## config.mk

```make
export PLATFORM = sky130hd
export DESIGN_NAME = fifo_write_arbiter_flat
export DESIGN_NICKNAME = d
export VERILOG_FILES = /design/src/rtl/fifo_write_arbiter_if.sv /design/src/rtl/fifo_write_arbiter.sv /design/src/flat_wrapper.sv
export SDC_FILE = /design/constraint.sdc
export NUM_CORES = 1
export LEC_CHECK = 0
export CAP_MARGIN = 30
export CORE_MARGIN = 1.5
export CORE_UTILIZATION = 42
export DETAILED_ROUTE_END_ITERATION = 7
export GPL_TIMING_DRIVEN = 0
export PLACE_DENSITY = 0.95
export SETUP_SLACK_MARGIN = 0.1
export SLEW_MARGIN = 15
export SYNTH_ARGS = -nofsm -noshare
export SYNTH_HDL_FRONTEND = slang
export SYNTH_SLANG_ARGS = --single-unit
```

## constraint.sdc

```tcl
create_clock -name clk -period 8.5 [get_ports clk]
set_input_delay 1.7 -clock clk [delete_from_list [all_inputs] [get_ports clk]]
set_output_delay 1.7 -clock clk [all_outputs]
set_load 0.01 [all_outputs]
```

## src/rtl/fifo_write_arbiter_if.sv

```systemverilog
// Write-side bundle between the requesters/FIFO and fifo_write_arbiter.
// The master modport is the requester/FIFO side; the slave modport is the arbiter.
interface fifo_write_arbiter_if #(
  parameter int NUM_REQ = 4,
  parameter int WIDTH   = 32,
  parameter int NUM     = 128
);
  localparam int CW = $clog2(NUM + 1);

  logic [NUM_REQ-1:0]       IN_valid;
  logic [NUM_REQ*WIDTH-1:0] IN_data;
  logic [NUM_REQ-1:0]       OUT_ready;
  logic                     OUT_valid;
  logic [WIDTH-1:0]         OUT_data;
  logic                     IN_deq;
  logic                     IN_flush;
  logic [CW-1:0]            OUT_count;
  logic                     OUT_full;
  logic                     OUT_drained;
  logic                     OUT_err;

  modport master (
    output IN_valid, IN_data, IN_deq, IN_flush,
    input  OUT_ready, OUT_valid, OUT_data, OUT_count, OUT_full, OUT_drained, OUT_err
  );

  modport slave (
    input  IN_valid, IN_data, IN_deq, IN_flush,
    output OUT_ready, OUT_valid, OUT_data, OUT_count, OUT_full, OUT_drained, OUT_err
  );
endinterface

```

## src/rtl/fifo_write_arbiter.sv

```systemverilog
// Round-robin arbiter sharing one FIFO write port among NUM_REQ requesters,
// with credit-based occupancy tracking and a flush/drain handshake.
module fifo_write_arbiter #(
  parameter int NUM_REQ = 4,
  parameter int WIDTH   = 32,
  parameter int NUM     = 128
) (
  input logic               clk,
  input logic               rst,
  fifo_write_arbiter_if.slave bus
);
  localparam int IDXW = (NUM_REQ > 1) ? $clog2(NUM_REQ) : 1;
  localparam int CW   = $clog2(NUM + 1);
  localparam logic [CW-1:0]   CNT_MAX  = CW'(NUM);
  localparam logic [IDXW-1:0] LAST_RST = IDXW'(NUM_REQ - 1);

  typedef enum logic [1:0] {RUN, DRAIN, DONE, IDLE} state_t;

  state_t            state, stateNext;
  logic [IDXW-1:0]   last, grantIdx;
  logic [NUM_REQ-1:0] grant;
  logic              found;
  logic [WIDTH-1:0]  dataSel;
  logic [CW-1:0]     count;
  logic              outValid;
  logic [WIDTH-1:0]  outData;
  logic              err;
  logic              drained;
  logic              full;
  int unsigned       idx;

  assign full = (count == CNT_MAX);

  // Search starts one past the last winner and wraps, giving round-robin order.
  always_comb begin
    grant    = '0;
    grantIdx = '0;
    found    = 1'b0;
    idx      = 0;
    if (state == RUN && !full) begin
      for (int unsigned k = 1; k <= NUM_REQ; k++) begin
        idx = 32'(last) + k;
        if (idx >= NUM_REQ) idx = idx - NUM_REQ;
        if (!found && bus.IN_valid[IDXW'(idx)]) begin
          found                 = 1'b1;
          grant[IDXW'(idx)]     = 1'b1;
          grantIdx              = IDXW'(idx);
        end
      end
    end
  end

  always_comb begin
    dataSel = '0;
    for (int unsigned i = 0; i < NUM_REQ; i++) begin
      if (grant[i]) dataSel = dataSel | bus.IN_data[i*WIDTH +: WIDTH];
    end
  end

  always_comb begin
    stateNext = state;
    drained   = 1'b0;
    case (state)
      RUN:   if (bus.IN_flush) stateNext = DRAIN;
      DRAIN: if (count == '0 && !outValid) stateNext = DONE;
      DONE: begin
        drained   = 1'b1;
        stateNext = bus.IN_flush ? IDLE : RUN;
      end
      IDLE:  if (!bus.IN_flush) stateNext = RUN;
      default: stateNext = RUN;
    endcase
  end

  always_ff @(posedge clk or negedge rst) begin
    if (!rst) begin
      state    <= RUN;
      last     <= LAST_RST;
      count    <= '0;
      outValid <= 1'b0;
      outData  <= '0;
      err      <= 1'b0;
    end else begin
      state    <= stateNext;
      outValid <= found;
      if (found) begin
        outData <= dataSel;
        last    <= grantIdx;
      end
      // A transfer and a pop in the same cycle cancel out.
      if (found && !bus.IN_deq) begin
        count <= count + 1'b1;
      end else if (!found && bus.IN_deq) begin
        if (count == '0) err   <= 1'b1;
        else             count <= count - 1'b1;
      end
    end
  end

  assign bus.OUT_ready   = grant;
  assign bus.OUT_valid   = outValid;
  assign bus.OUT_data    = outData;
  assign bus.OUT_count   = count;
  assign bus.OUT_full    = full;
  assign bus.OUT_drained = drained;
  assign bus.OUT_err     = err;
endmodule
```

## src/flat_wrapper.sv

```systemverilog
// flat-port wrapper written by rule: the top's interface ports become plain ports
module fifo_write_arbiter_flat 
#(
  parameter int NUM_REQ = 4,
  parameter int WIDTH   = 32,
  parameter int NUM     = 128
)
  (clk, rst, bus_IN_valid, bus_IN_data, bus_IN_deq, bus_IN_flush, bus_OUT_ready, bus_OUT_valid, bus_OUT_data, bus_OUT_count, bus_OUT_full, bus_OUT_drained, bus_OUT_err);
  fifo_write_arbiter_if #(.NUM_REQ(NUM_REQ), .WIDTH(WIDTH), .NUM(NUM)) bus_i ();
  input logic clk;
  input logic rst;
  input wire logic [$bits(bus_i.IN_valid)-1:0] bus_IN_valid;
  input wire logic [$bits(bus_i.IN_data)-1:0] bus_IN_data;
  input wire logic [$bits(bus_i.IN_deq)-1:0] bus_IN_deq;
  input wire logic [$bits(bus_i.IN_flush)-1:0] bus_IN_flush;
  output wire logic [$bits(bus_i.OUT_ready)-1:0] bus_OUT_ready;
  output wire logic [$bits(bus_i.OUT_valid)-1:0] bus_OUT_valid;
  output wire logic [$bits(bus_i.OUT_data)-1:0] bus_OUT_data;
  output wire logic [$bits(bus_i.OUT_count)-1:0] bus_OUT_count;
  output wire logic [$bits(bus_i.OUT_full)-1:0] bus_OUT_full;
  output wire logic [$bits(bus_i.OUT_drained)-1:0] bus_OUT_drained;
  output wire logic [$bits(bus_i.OUT_err)-1:0] bus_OUT_err;
  assign bus_i.IN_valid = bus_IN_valid;
  assign bus_i.IN_data = bus_IN_data;
  assign bus_i.IN_deq = bus_IN_deq;
  assign bus_i.IN_flush = bus_IN_flush;
  assign bus_OUT_ready = bus_i.OUT_ready;
  assign bus_OUT_valid = bus_i.OUT_valid;
  assign bus_OUT_data = bus_i.OUT_data;
  assign bus_OUT_count = bus_i.OUT_count;
  assign bus_OUT_full = bus_i.OUT_full;
  assign bus_OUT_drained = bus_i.OUT_drained;
  assign bus_OUT_err = bus_i.OUT_err;
  fifo_write_arbiter #(.NUM_REQ(NUM_REQ), .WIDTH(WIDTH), .NUM(NUM)) u_core (.clk(clk), .rst(rst), .bus(bus_i));
endmodule
```

Word level (Yosys, flattened, before mapping)
Cells that the tools add are included.
{"block": "op_classes", "add_sub_neg": 10, "n_lt_le_gt_ge": 12, "eq_ne": 8, "muxes": 58, "n_bitwise": 7, "n_reduce_logical": 24}
{"cell": "2-to-1 mux 32 bit", "count": 4}
{"cell": "OR 32 bit", "count": 3}
{"cell": "2-to-1 mux 2 bit", "count": 17}
{"cell": "2-to-1 mux 4 bit", "count": 8}
{"cell": "2-to-1 mux 8 bit", "count": 3}
{"cell": "2-to-1 mux 1 bit", "count": 17}
{"cell": "< comparator 2 x 3 -> 1 bit, second input constant", "count": 4}
{"cell": "OR 4 bit", "count": 3}
{"cell": "logical AND 1 bit", "count": 11}
{"cell": ">= comparator 3 bit, second input constant", "count": 3}
{"cell": "adder 8 x 1 -> 8 bit, second input constant", "count": 1}
{"cell": "binary-select mux 1 bit (select 2 bit)", "count": 4}
{"cell": "demux 1 bit (select 2 bit)", "count": 4}
{"cell": "equality test 8 bit, second input constant", "count": 1}
{"cell": ">= comparator 2 x 1 -> 1 bit, second input constant", "count": 4}
{"cell": "zero test 8 bit", "count": 1}
{"cell": "one-hot mux 2 bit (4 select lines)", "count": 1}
{"cell": "subtractor 2 x 1 -> 2 bit, second input constant", "count": 4}
{"cell": "subtractor 8 x 1 -> 8 bit, second input constant", "count": 1}
{"cell": "zero test 1 bit", "count": 7}
{"cell": "adder 2 x 2 -> 3 bit, second input constant", "count": 2}
{"cell": "AND reduction 3 bit", "count": 2}
{"cell": "adder 2 x 3 -> 4 bit, second input constant", "count": 1}
{"cell": "equality test 2 bit, second input constant", "count": 2}
{"cell": "other kinds (9)", "count": 11}
{"block": "totals", "ff_bits": 46, "input_bits": 136, "output_inout_bits": 48, "elab_cells": 125}

Depth between registers and ports, before layout
Gate-level depths: netlist of run 1.
{"block": "logic_depth", "ltp_word": 27, "ltp_mapped": 15, "mapped_depth_nobuf": 13}

Worst setup path before layout of run 1
Ideal clock, no wire load.
{"block": "synth_path", "kind": "input-to-output", "startpoint": "input bus_IN_valid[1]", "endpoint": "output bus_OUT_ready[1]", "arrival_ps": 3390, "required_time_ps": 6800, "setup_slack_ps": 3410, "stages": 6, "path_buffers": 2, "cell_sequence": "buf_2 mux4_2 or3b_1 a211o_1 o211ai_4 buf_12"}
{"block": "synth_between", "elab_chain_len": 16, "word_cells_on_any_way": 31, "classes_between": "mux: 22; bitwise: 3; reduce/logical: 6"}
{"element": "start: declaration", "line_no": "flat_wrapper.sv:12", "source": "input wire logic [$bits(bus_i.IN_valid)-1:0] bus_IN_valid;"}
{"element": "binary-select mux 1 bit (select 2 bit)", "line_no": "fifo_write_arbiter.sv:44", "source": "if (!found && bus.IN_valid[IDXW'(idx)]) begin"}
{"element": "2-to-1 mux 1 bit (implied by the code)", "line_no": "fifo_write_arbiter.sv:44"}
{"element": "2-to-1 mux 1 bit", "line_no": "fifo_write_arbiter.sv:44"}
{"element": "2-to-1 mux 1 bit", "line_no": "fifo_write_arbiter.sv:40", "source": "if (state == RUN && !full) begin"}
{"element": "zero test 1 bit", "line_no": "fifo_write_arbiter.sv:44"}
{"element": "logical AND 1 bit", "line_no": "fifo_write_arbiter.sv:44"}
{"element": "2-to-1 mux 1 bit", "line_no": "fifo_write_arbiter.sv:44"}
{"element": "2-to-1 mux 1 bit", "line_no": "fifo_write_arbiter.sv:40"}
{"element": "zero test 1 bit", "line_no": "fifo_write_arbiter.sv:44"}
{"element": "logical AND 1 bit", "line_no": "fifo_write_arbiter.sv:44"}
{"element": "2-to-1 mux 1 bit", "line_no": "fifo_write_arbiter.sv:44"}
{"element": "2-to-1 mux 1 bit", "line_no": "fifo_write_arbiter.sv:40"}
{"element": "zero test 1 bit", "line_no": "fifo_write_arbiter.sv:44"}
{"element": "logical AND 1 bit", "line_no": "fifo_write_arbiter.sv:44"}
{"element": "2-to-1 mux 4 bit *", "line_no": "fifo_write_arbiter.sv:44"}
{"element": "2-to-1 mux 4 bit *", "line_no": "fifo_write_arbiter.sv:40"}
{"element": "end: declaration", "line_no": "flat_wrapper.sv:16", "source": "output wire logic [$bits(bus_i.OUT_ready)-1:0] bus_OUT_ready;"}
Mark *: on every way between the ends. The rest lies on a longest branch, timed or not. The select of a mux whose other input is x is not followed.

Final worst setup path of run 1
{"block": "layout_path", "startpoint": "input bus_IN_valid[0]", "endpoint": "output bus_OUT_ready[3]"}
The elaborated chain is that of the path after synthesis.

==> results.toml, run 1 <==
[min_path]
hp-start = "u_core.bus.OUT_err"
hp-class = "register to register"

[routing]
drt_wl_total_um = 11500
drt_iter0_drc = 150
postRouteAntennaNets = 0
wl_per_cell_um = 18.4
first_pass_iters = 5
vias = 3521
vias_per_cell = 5.63
remaining_drc_errors = 0

[setup_path]
slowest_stage = "clkdlybuf4s50_1"
worst-r2r-setup-slack_ns = 3.90
crit_fanout = 10
path_cells = "clkdlybuf4s50_1, clkbuf_1, mux2i_1, mux2i_1, a221oi_1, o32ai_2, bufbuf_16, clkdlybuf4s50_1"
r2r_start = "u_core.bus.OUT_count[1]"
cp.arrival_ns = 4.63
worstSetupPathType = "primary input to output pin"
critPathMaxStageDelay_ns = 0.56
crit_required_ns = 6.80
startpoint = "bus_IN_valid[0]"
crit_path_end_kind = "output pin"
start_kind = "primary input"

[logic_synthesis]
syn_avg_cell_area_sq_um = 9.66
synth_most_common_cell = "nor2_1"
synth_seq_cells = 46
yosys.area_share.adder_pct = 6.76
synth_top_area_share_pct = 33.8
synth_area_leaders = "dfrtp_1 (34%), a221oi_1 (9.1%), ha_1 (6.1%)"
synth-compound-area-share_pct = 33.1
synthXorXnorAreaFrac_pct = 1.61
synth_area_sq_um = 3260
synth_top_family_by_area = "compound AO/OA/AOI/OAI gates"
ys_warn_count = 0
synthDistinctLibCells = 57
yosys-mux-area-fraction_pct = 3.46
yosys.area_share.simple_pct = 11.8
async_flop_share_pct = 100
synthTopCellsByCount = "nor2_1 (46), dfrtp_1 (44), a21oi_1 (34), a221oi_1 (34), a22oi_1 (21)"
synth_top_cell_by_area = "dfrtp_1"
synth_enable_flop_cells = 0
syn-num-nets = 490
syn_inst = 337
synth-main-ff-cell = "dfrtp_1"
seq_area_frac_synth_pct = 35.4

[cts]
cts_resized = 0
cts_buffers = 5
cts_setup_buffers = 0
cts_hold_buf = 0
clkLatencyLatePin_ns = 0.30
cts_max_level = 2
clock_path_buffers = 2
cts_sinks = 46
cts-root-buf = "clkbuf_8"
clk_transition_reported_paths_ns = 0.09
cts_tree = "built"

[final_layout]
multiInputGateArea_sq_um = 1850
drive_above_1_share_pct = 10.3
fin_nets = 678
diodes = 0
stdcell_count = 625
area_delta_synth_final_pct = 62.4
regArea_sq_um = 1150
fillers = 574

[sta]
min_period_ns = 6.33
report.final.setup_viol = 0
skew_ns = 0.00832
hold_violations = 0
maxSlewViolCount = 0
finalCritPeriodShare_pct = 74.4
slew_headroom_pct = 60.7
rsz0062_at_grt = "false"
fin_setup_tns_ns = 0
max_freq_mhz = 158
tightest_slew_ns = 0.574

[power]
seq_power_share_pct = 24.5
cellPowerDensity_nw_per_um2 = 319
switching_share_pct = 44.3
comb_power_share_pct = 67.3
power_switching_mw = 0.745
p_clk_share_pct = 8.2
p_int_mw = 0.939
p_leak_nw = 2.03
peakVddDrop_mv = 0.154

[grt]
antenna_found_initial = 0
grt_pass1_vias = 3487
grt_pass1_wl_um = 17700
grt_usage_pct = 26.8
grt_max_degree = 28
globalRouteOverflowTotal = 0

[die]
die_h_um = 91.0
core_sq_um = 7370
boundaryPins = 184
die-area_sq_um = 8290
rows = 31
initial_core_util_pct = 44.2
dieWidth_um = 91.0

[job]
maxCapViolations = 0

[placement]
io_buffers = 180
gp_congestion = 0.904
place_hpwl_um = 9000
place_inst = 617

[outcome]
status = "finished clean"
final timing paths:
check,endpoint,cells after the start
setup / recovery,bus_OUT_ready[3],8
hold / removal,u_core.bus.OUT_err,1
setup reg to reg,u_core.bus.OUT_count[7],15
hold reg to reg,u_core.bus.OUT_err,1
max in group asynchronous,u_core.bus.OUT_valid,2
min in group asynchronous,u_core.bus.OUT_data[2],1
metal layers:
metal / vias to the layer above / GRT usage (%) / part of all wire [%]
li1: 1667 / - / -
met1: 1705 / 32.5 / 39
met2: 141 / 49.6 / 54
met3: 8 / 3.94 / 6.2
met4: 0 / 5.99 / 0.76
met5: - / 0 / 0
sequential cells by signal, summed over array words and instances (netlist names):
name,cells
u_core.bus.OUT_count,8
u_core.bus.OUT_data,32
u_core.state,2
u_core.last,2
u_core.bus.OUT_err,1
u_core.bus.OUT_valid,1
cell type report:
type / instances / area share, %
Multi-Input combinational cell: 250 / 34.9
Timing Repair Buffer: 181 / 34.4
Sequential cell: 46 / 21.8
Buffer: 27 / 3.86
Tap cell: 99 / 2.34
Clock buffer: 5 / 1.30
Inverter: 14 / 0.994
Clock inverter: 3 / 0.402
cells in the final DEF, fill, tap and decap left out, types with 2 or more instances in the layout:
| master | Yosys | layout |
|---|---|---|
| a2111oi_0 | 2 | 2 |
| a21boi_0 | 2 | 2 |
| a21oi_1 | 34 | 34 |
| a21oi_2 | 3 | 3 |
| a221oi_1 | 34 | 34 |
| a22oi_1 | 21 | 21 |
| a22oi_2 | 11 | 11 |
| buf_12 | 1 | 2 |
| buf_2 | 10 | 11 |
| buf_8 | 2 | 2 |
| clkbuf_1 | 11 | 11 |
| clkbuf_8 | 0 | 5 |
| clkdlybuf4s50_1 | 0 | 179 |
| dfrtp_1 | 44 | 44 |
| dfstp_2 | 2 | 2 |
| ha_1 | 16 | 16 |
| inv_1 | 14 | 14 |
| mux2i_1 | 3 | 3 |
| mux4_2 | 2 | 2 |
| nand2_1 | 12 | 12 |
| nand2b_1 | 3 | 3 |
| nand3_1 | 3 | 3 |
| nand3b_1 | 2 | 2 |
| nor2_1 | 46 | 46 |
| nor2b_1 | 2 | 2 |
| nor3_1 | 2 | 2 |
| o21a_1 | 2 | 2 |
| o21ai_0 | 11 | 11 |
| o2bb2ai_1 | 2 | 2 |
| o31ai_1 | 4 | 4 |
| o32ai_2 | 2 | 2 |
| or3b_1 | 2 | 2 |
| or4_1 | 2 | 2 |
| xnor2_1 | 3 | 3 |
| xor2_1 | 3 | 3 |
power groups by stage:
stage	Clock [mW]	Combinational, mW	Sequential (mW)
floorplan	0	0.613	0.454
global placement	0	1.08	0.411
detailed placement	0	1.13	0.416
CTS	0.140	1.13	0.412
global route	0.149	1.23	0.425
finish	0.137	1.13	0.413
through the flow:
step	total power [mW]	hold WS, ns	util (%)	area [sq um]	setup WS [ns]
2_1_floorplan	1.07	0.473	-	3260	3.41
3_3_place_gp	1.49	0.440	70.3	5180	2.33
3_5_place_dp	1.54	0.445	70.5	5200	2.26
4_1_cts	1.68	0.466	71.7	5290	2.20
5_1_grt	1.81	0.488	71.7	5290	2.02
6_report	1.68	0.465	71.7	5290	2.17
worst max-delay path, delay by kind of cell:
family,cells,cell delay [ns]
mux,2,0.59
compound gates,2,0.64
buf+inv,4,1.69
logic make-up after synthesis:
| logic type | after synthesis |
|---|---|
| compound gates | 138 |
| xor+xnor | 6 |
| fa+ha+maj | 17 |
| buf+inv | 41 |
| flops | 46 |
| mux | 7 |
| simple gates | 82 |
Power figures use the tool's default switching activity.
==> run 2, diff against run 1 <==
--- a/config.mk
+++ b/config.mk
@@ -7,10 +7,10 @@
 export LEC_CHECK = 0
 export CAP_MARGIN = 30
 export CORE_MARGIN = 1.5
-export CORE_UTILIZATION = 42
+export CORE_UTILIZATION = 35
 export DETAILED_ROUTE_END_ITERATION = 7
 export GPL_TIMING_DRIVEN = 0
-export PLACE_DENSITY = 0.95
+export PLACE_DENSITY = 0.85
 export SETUP_SLACK_MARGIN = 0.1
 export SLEW_MARGIN = 15
 export SYNTH_ARGS = -nofsm -noshare
==> constraint.sdc (replaced) <==
create_clock -name clk -period 5.2 [get_ports clk]
set_input_delay 1.04 -clock clk [delete_from_list [all_inputs] [get_ports clk]]
set_output_delay 1.04 -clock clk [all_outputs]
set_load 0.01 [all_outputs]
==> results.toml, run 2 (synthesized netlist as in run 1, its figures left out) <==
[die]
dieWidth_um = 99.4
initial_core_util_pct = 35.7
rows = 35
boundaryPins = 184
die-area_sq_um = 9890
core_sq_um = 9110
die_h_um = 99.4

[sta]
skew_ns = 0.00857
whs_ns = 0.486
max_freq_mhz = 204
rsz0062_at_grt = "true"
fin_setup_tns_ns = 0
min_period_ns = 4.91
maxSlewViolCount = 0
tightest_slew_ns = 0.629
report.final.setup_viol = 0
slew_headroom_pct = 58.0
finalCritPeriodShare_pct = 94.4
hold_violations = 0

[setup_path]
r2r_start = "u_core.bus.OUT_count[1]"
start_kind = "primary input"
path_cells = "clkdlybuf4s50_1, clkbuf_1, or3b_2, a21boi_0, nor2_1, o32ai_2, bufbuf_16, clkdlybuf4s50_1"
crit_required_ns = 4.16
critPathMaxStageDelay_ns = 0.54
worst-r2r-setup-slack_ns = 0.80
cp.arrival_ns = 3.87
cp_top_family = "buffers and inverters"
reg2reg_to = "u_core.bus.OUT_count[7]"
path_buf_inv = 4
reg2reg_depth = 15
cpMostUsedCell = "clkdlybuf4s50_1"
worstSetupPathType = "primary input to output pin"
crit_fanout = 10
slowest_stage = "clkdlybuf4s50_1"
crit_path_end_kind = "output pin"

[final_layout]
fin_nets = 678
fillers = 773
diodes = 0
final_cell_mix = "clkdlybuf4s50_1 (179), nor2_1 (46), dfrtp_1 (44), a221oi_1 (34), a21oi_1 (34)"
largest_reg_flops = 32
layout_commonest_cell = "clkdlybuf4s50_1"
area_delta_synth_final_pct = 63.5
drive_above_1_share_pct = 10.5

[min_path]
hold_depth = 1
holdPathEnd = "u_core.bus.OUT_err"
hp-start = "u_core.bus.OUT_err"
hp-class = "register to register"

[cts]
clock_path_buffers = 2
cts_sinks = 46
clk_transition_reported_paths_ns = 0.08
cts_resized = 0
cts_tree = "built"
clkLatencyLatePin_ns = 0.29
cts_buffers = 5
cts_hold_buf = 0
cts-root-buf = "clkbuf_8"
cts_max_level = 2
cts_setup_buffers = 0

[placement]
place_hpwl_um = 8750
gp_congestion = 0.882
io_buffers = 180

[grt]
grt_pass1_vias = 3465
grt_pass1_wl_um = 17600
grt_max_degree = 25
globalRouteOverflowTotal = 0
grt_usage_pct = 22.1
antenna_found_initial = 0

[job]
maxCapViolations = 0

[power]
peakVddDrop_mv = 0.214
cellPowerDensity_nw_per_um2 = 515
p_leak_nw = 2.04
finalPower_mw = 2.74

[routing]
drt_wl_total_um = 11300
vias = 3532
first_pass_iters = 5
vias_per_cell = 5.54
remaining_drc_errors = 0
wl_per_cell_um = 17.7
drt_iter0_drc = 144
postRouteAntennaNets = 0

[outcome]
status = "finished clean"
[run 2: how the worst max path moves through the flow]
stage | startpoint | to | cells past startpoint
6_report | bus_IN_valid[0] | bus_OUT_ready[3] | 8
5_1_grt | bus_IN_valid[0] | u_core.bus.OUT_count[7] | 16
4_1_cts | bus_IN_valid[0] | bus_OUT_ready[3] | 8
3_3_place_gp | bus_IN_valid[0] | u_core.bus.OUT_count[7] | 16
2_1_floorplan | bus_IN_valid[0] | u_core.bus.OUT_count[7] | 15
3_5_place_dp | bus_IN_valid[0] | u_core.bus.OUT_count[7] | 16
[run 2: worst reg2reg max path, stage by stage (launching register included)]
cell and delay (ns):
dfrtp_1 0.43, or4b_2 0.75, o21a_1 0.27, nand2b_1 0.09, clkbuf_1 0.25, inv_1 0.18
clkbuf_1 0.31, ha_1 0.33, inv_1 0.22, ha_1 0.28, a21oi_1 0.19, o211ai_1 0.13
a2111oi_1 0.43, o31ai_1 0.14, a21oi_1 0.19, xor2_1 0.15
[run 2: layout make-up]
type	count	area (sq um)	area share [%]
clock buffers	7	86.3	1.62
inverters	14	52.6	0.988
repair buffers	181	1820	34.3
clock inverters	1	5.00	0.0941
plain buffers	27	204	3.83
well taps	111	139	2.61
multi-input cells	250	1860	34.9
flip-flops and latches	46	1150	21.7
[run 2: metal layers]
metal  track usage, %  wire length [um]
met1             29.1              4770
met2             38.5              5620
met3             3.23               760
met5                0                 0
met4             4.98               131
[run 2: power breakdown]
group          leakage (nW)  internal (mW)  switching, mW
logic                  1.46          0.896          0.941
registers             0.531          0.548          0.121
clock network        0.0482          0.108          0.125
[run 2: metrics by stage]
stage / setup slack [ns] / std cells / util, % / area (sq um)
floorplan: 1.24 / 337 / - / 3260
global placement: 0.143 / 628 / 57.0 / 5200
detailed placement: 0.0601 / 629 / 57.3 / 5220
CTS: 0.269 / 637 / 58.3 / 5310
global route: 0.0525 / 637 / 58.4 / 5320
finish: 0.291 / 637 / 58.4 / 5320
